$ cat config.mk
export PLATFORM = sky130hd
export DESIGN_NAME = pio_led_ctrl
export DESIGN_NICKNAME = d
export VERILOG_FILES = /design/src/rtl/pio_led_ctrl.sv
export SDC_FILE = /design/constraint.sdc
export NUM_CORES = 1
export LEC_CHECK = 0
export ABC_AREA = 1
export ABC_CLOCK_PERIOD_IN_PS = 2600
export BUFFER_PORTS_ARGS = -buffer_cell sky130_fd_sc_hd__clkbuf_2
export CORE_MARGIN = 3
export CORE_UTILIZATION = 30
export DETAILED_ROUTE_END_ITERATION = 8
export PLACE_DENSITY = 0.53
export SETUP_SLACK_MARGIN = 0.15
export SYNTH_ARGS = -nofsm -noshare
export SYNTH_HDL_FRONTEND = slang
export SYNTH_SLANG_ARGS = --single-unit
$ cat constraint.sdc
create_clock -name clk -period 2.6 [get_ports clk]
set_input_delay 0.39 -clock clk [delete_from_list [all_inputs] [get_ports clk]]
set_output_delay 0.39 -clock clk [all_outputs]
set_load 0.005 [all_outputs]
$ cat src/rtl/pio_led_ctrl.sv
// pio_led_ctrl: memory-mapped LED port with per-bit blink and global PWM dimming.
// Optional PWM stage is built only when PIO_LED_CTRL_PWM_EN is defined; otherwise
// pwm_on is tied high and address 5 reads 0 and ignores writes.
module pio_led_ctrl #(
    parameter int unsigned WIDTH         = 26,
    parameter int unsigned PRESCALE_BITS = 24,
    parameter int unsigned PWM_BITS      = 8
) (
    input  logic             clk,
    input  logic             reset_n,
    input  logic [2:0]       address,
    input  logic             chipselect,
    input  logic             write_n,
    input  logic [31:0]      writedata,
    output logic [31:0]      readdata,
    output logic [WIDTH-1:0] out_port
);

    localparam logic [2:0] ADDR_DATA   = 3'd0;
    localparam logic [2:0] ADDR_SET    = 3'd1;
    localparam logic [2:0] ADDR_CLEAR  = 3'd2;
    localparam logic [2:0] ADDR_MODE   = 3'd3;
    localparam logic [2:0] ADDR_PERIOD = 3'd4;
    localparam logic [2:0] ADDR_DUTY   = 3'd5;

    logic                     wr_en;
    logic [WIDTH-1:0]         wr_bits;
    logic [WIDTH-1:0]         data;
    logic [WIDTH-1:0]         mode;
    logic [PRESCALE_BITS-1:0] period;
    logic [PRESCALE_BITS-1:0] prescale;
    logic                     blink_phase;
    logic                     pwm_on;
    logic [WIDTH-1:0]         out_next;
    logic                     unused_wd;

    assign wr_en     = chipselect & ~write_n;
    assign wr_bits   = writedata[WIDTH-1:0];
    assign unused_wd = ^writedata;

    // DATA register with direct write, write-1-to-set and write-1-to-clear aliases
    always_ff @(posedge clk or negedge reset_n) begin
        if (!reset_n) begin
            data <= '0;
        end else if (wr_en) begin
            case (address)
                ADDR_DATA:  data <= wr_bits;
                ADDR_SET:   data <= data | wr_bits;
                ADDR_CLEAR: data <= data & ~wr_bits;
                default:    data <= data;
            endcase
        end
    end

    // MODE and PERIOD configuration registers
    always_ff @(posedge clk or negedge reset_n) begin
        if (!reset_n) begin
            mode   <= '0;
            period <= '0;
        end else if (wr_en) begin
            if (address == ADDR_MODE) begin
                mode <= wr_bits;
            end
            if (address == ADDR_PERIOD) begin
                period <= writedata[PRESCALE_BITS-1:0];
            end
        end
    end

    // Blink prescaler: PERIOD write restarts the phase, PERIOD=0 parks it high
    always_ff @(posedge clk or negedge reset_n) begin
        if (!reset_n) begin
            prescale    <= '0;
            blink_phase <= 1'b1;
        end else if (wr_en && (address == ADDR_PERIOD)) begin
            prescale    <= writedata[PRESCALE_BITS-1:0];
            blink_phase <= 1'b1;
        end else if (period == '0) begin
            prescale    <= '0;
            blink_phase <= 1'b1;
        end else if (prescale == '0) begin
            prescale    <= period;
            blink_phase <= ~blink_phase;
        end else begin
            prescale    <= prescale - PRESCALE_BITS'(1);
        end
    end

`ifdef PIO_LED_CTRL_PWM_EN
    logic [PWM_BITS-1:0] pwm_cnt;
    logic [PWM_BITS-1:0] duty;

    // Free-running PWM counter and duty register
    always_ff @(posedge clk or negedge reset_n) begin
        if (!reset_n) begin
            pwm_cnt <= '0;
            duty    <= '1;
        end else begin
            pwm_cnt <= pwm_cnt + PWM_BITS'(1);
            if (wr_en && (address == ADDR_DUTY)) begin
                duty <= writedata[PWM_BITS-1:0];
            end
        end
    end

    // All-ones duty means fully on so the LED can reach 100%
    assign pwm_on = (duty == '1) || (pwm_cnt < duty);
`else
    assign pwm_on = 1'b1;
`endif

    // Per-bit gating: static bits follow DATA, blink bits also follow the phase
    always_comb begin
        out_next = data & (~mode | {WIDTH{blink_phase}}) & {WIDTH{pwm_on}};
    end

    // Registered LED drive
    always_ff @(posedge clk or negedge reset_n) begin
        if (!reset_n) begin
            out_port <= '0;
        end else begin
            out_port <= out_next;
        end
    end

    // Combinational, side-effect-free read mux, zero-extended
    always_comb begin
        readdata = '0;
        case (address)
            ADDR_DATA, ADDR_SET, ADDR_CLEAR: readdata = 32'(data);
            ADDR_MODE:                       readdata = 32'(mode);
            ADDR_PERIOD:                     readdata = 32'(period);
`ifdef PIO_LED_CTRL_PWM_EN
            ADDR_DUTY:                       readdata = 32'(duty);
`endif
            default:                         readdata = '0;
        endcase
    end

endmodule
==> summary.md <==
| Metric | Value |
|---|---|
| Cell mode on critical path | `clkbuf_2` |
| Max Buffers Root-to-Sink | `2` |
| Final critical path time including I/O delays and setup | `2.16 ns` |
| CP Data Required Time | `2.21 ns` |
| Pwr Density | `931 nW/um^2` |
| Final-stage net count | `880` |
| Post-synthesis sequential area ratio | `approximately 51%` |
| GRT overflow | `0` |
| Initial antenna violation count | `0` |
| Layout cells sized above 1 | `approximately a fifth` |
| Die Ht | `between 150 and 200 um` |
| Antenna Nets Post-Route | `0` |
| Max FO, Critical Path | `18` |
| Tot GR Track Use | `16.6%` |
| Actual slew at the worst max-slew pin | `0.788 ns` |
| Critical path class | `in2out` |
| Ports | `97` |
| Endpoints failing setup | `0` |
| Synth warn | `0` |
| Total Neg Setup Slack | `0 ns` |
| Buf+Inv Stages, Crit Path | `3` |
| Overall via count from detail_route | `around 5400` |
| CTS Buf Count | `17` |
| Leakage | `3.69 nW` |
| Synth area leaders | `dfrtp_1 50%, nand2_1 12%, nand3_1 5.3%` |
| Setup crit start kind | `input pin` |
| Mapped Avg Cell Area | `8.32 sq um` |
| Maximum VDD drop | `516 uV` |
| Row cnt | `52` |
| Clk slew on worst S/H paths | `0.06 ns` |
| CP delay by family, top | `buffers and inverters` |
| Cell breakdown of the critical path | `clkbuf_2, nor2_1, nand2_1, buf_4, o221ai_1, clkbuf_2` |
| GP Congestion | `0.909` |
| Post-synthesis adder-cell area fraction | `less than 1%` |
| Hold Vio Cnt, Final | `0` |
| Core ar. | `20400 sq um` |
| CP endpoint kind | `primary output` |
| First-pass GRT wire length | `29.5 mm` |
| Die ar. | `about 23000 sq um` |
| Status | `finished, final reports clean` |
| Root Driver | `clkbuf_16` |
| H-tree Lvls | `4` |
| Largest net degree at the start of global routing | `63` |
| Cts repair resizes | `0` |
| Most frequent cell after synthesis | `nand2_1` |
| # clock sinks | `about 130` |
| CP max stage delay | `0.29 ns` |
| Die width | `150 um` |
| Vias/cell | `4.83` |
| Number of synthesized flops with an enable pin | `0` |
| Simple-gate share of the synthesized area | `26.0%` |
| Multiplexer share of the synthesized area | `4.69%` |
| Synth top area share | `approximately half` |
| Clock latency at the later pin of the worst-skew pair | `0.41 ns` |
| Vias in the first global route | `5495` |
| Hold Path Class | `in2reg` |
| Top FF cell, synth | `dfrtp_1` |
| Port-buffer cells | `84` |
| Largest family of logic cells by synthesized area | `simple AND/OR/NAND/NOR gates` |
| Initial Util | `30.7%` |
| Top cell type by total area after synthesis | `dfrtp_1` |
| RSZ-0062 raised after global routing | `no` |
| Ant diodes | `0` |
| Initial detailed-routing violation count | `about 280` |
| Tcrit/Tclk final | `83.1%` |
| #FFs+latches synth | `roughly 130` |
| Max Fclk | `463 MHz` |
| Final WL | `approximately 18 mm` |
| Compound-Gate Fraction of Synth Area | `9.78%` |
| Max_cap viols | `0` |
| CP max-delay cell | `buf_4` |
| Post-DP HPWL | `around 13 mm` |
| Post-CTS setup repair buffer count | `0` |
| Residual DRC | `0` |
| Rel. slew slack | `between 40% and 50%` |
| Routed length per instance | `15.9 um` |
| Pins Over Slew Limit | `0` |
| CTS tree | `built` |
| Layout Area Growth over Synthesis | `22.5%` |
| Synth cell types | `32` |
| Total power | `between 7 and 8 mW` |
| Critical path data arrival time | `1.77 ns` |
| Post-synth top cells | `198 x nand2_1, 126 x dfrtp_1, 76 x nor2_1` |
| Ys async rst share | `100%` |
| Gate Count Post-Synth | `751` |
| Drt first pass iters | `5` |
| Post-synthesis xor/xnor area fraction | `0.561%` |
| Mapped cell area | `6250 sq um` |
| Clock Skews | `0.00760 ns` |
[state kept, by name (all words and copies together), names as in the netlist]
| signal | cells |
|---|---|
| data | 26 |
| blink_phase | 1 |
| period | 24 |
| mode | 26 |
| prescale | 24 |
| out_port | 26 |
[path summary, 6_finish.rpt]
check / from / end / slack, ns / cells after the start
min in group asynchronous: reset_n / mode[24] / 0.53 / 2
max in group asynchronous: reset_n / blink_phase / 1.31 / 3
max reg2reg: prescale[0] / prescale[11] / 0.84 / 8
min reg2reg: mode[7] / out_port[7] / 0.46 / 1
min: writedata[24] / mode[24] / 0.24 / 2
max: address[0] / readdata[19] / 0.44 / 6
[worst register-to-register path: cells and delay by family (launching register included)]
family        cells  cell delay (ns)
flops             1             0.40
simple gates      7             1.13
buf+inv           1             0.17
[kinds of logic after synthesis]
logic type                 count (synthesis)
DFF                                      127
muxes                                     26
AOI/OAI and AO/OA                        104
buffers and inverters                    108
adders and majority gates                  2
other                                      1
and+or+nand+nor                          379
xor gates and xnor gates                   4
[through the flow]
stage,area [sq um],std cells,util [%],hold WS [ns],setup slack (ns)
2_1_floorplan,6260,756,-,0.0944,0.964
4_1_cts,7650,1122,37.6,0.225,0.473
6_report,7650,1122,37.6,0.237,0.439
3_3_place_gp,6970,1089,34.2,0.429,0.506
3_5_place_dp,6970,1089,34.2,0.419,0.501
5_1_grt,7650,1122,37.6,0.234,0.377
[where the power goes]
part	switching [mW]	total, mW	internal (mW)	leakage, nW
registers	0.355	2.86	2.50	1.52
logic	0.948	1.58	0.630	1.85
clock network	0.859	2.69	1.83	0.322
[placed cells by master, fill, tap and decap left out, drive strengths merged]
master and instances:
nand2 203, dfrtp 126, clkbuf 106, nor2 80
inv 74, nand3 67, a21oi 41, o21ai 39
mux2 26, o221ai 24, nor3 16, buf 13
nand4 7, conb 6, bufinv 5, nand3b 3
or2 3, clkinvlp 3, xnor2 2, xor2 2
ha 2, clkinv 2, dfstp 1, dlygate4sd3 1
[metal layers]
layer | GRT usage (%) | vias to the layer above | wire length [um]
met5 | 0 | - | 0
met2 | 25.7 | 140 | 8260
met3 | 3.25 | 23 | 886
met1 | 23.3 | 2623 | 8430
met4 | 5.58 | 0 | 287
li1 | - | 2635 | -
[repair_timing]
action,CTS,global route
hold buffers,1,0
hold endpoints to repair,30,0
setup endpoints to repair,0,0
[area by class of cell]
| type | count | area, sq um |
|---|---|---|
| clock buffers | 23 | 498 |
| inverters | 75 | 282 |
| multi-input cells | 521 | 2610 |
| repair buffers | 97 | 564 |
| flip-flops and latches | 127 | 3180 |
| fillers | 2098 | 12700 |
| well taps | 270 | 338 |
| clock inverters | 9 | 178 |
No activity file was read; power rests on OpenSTA's default activity.
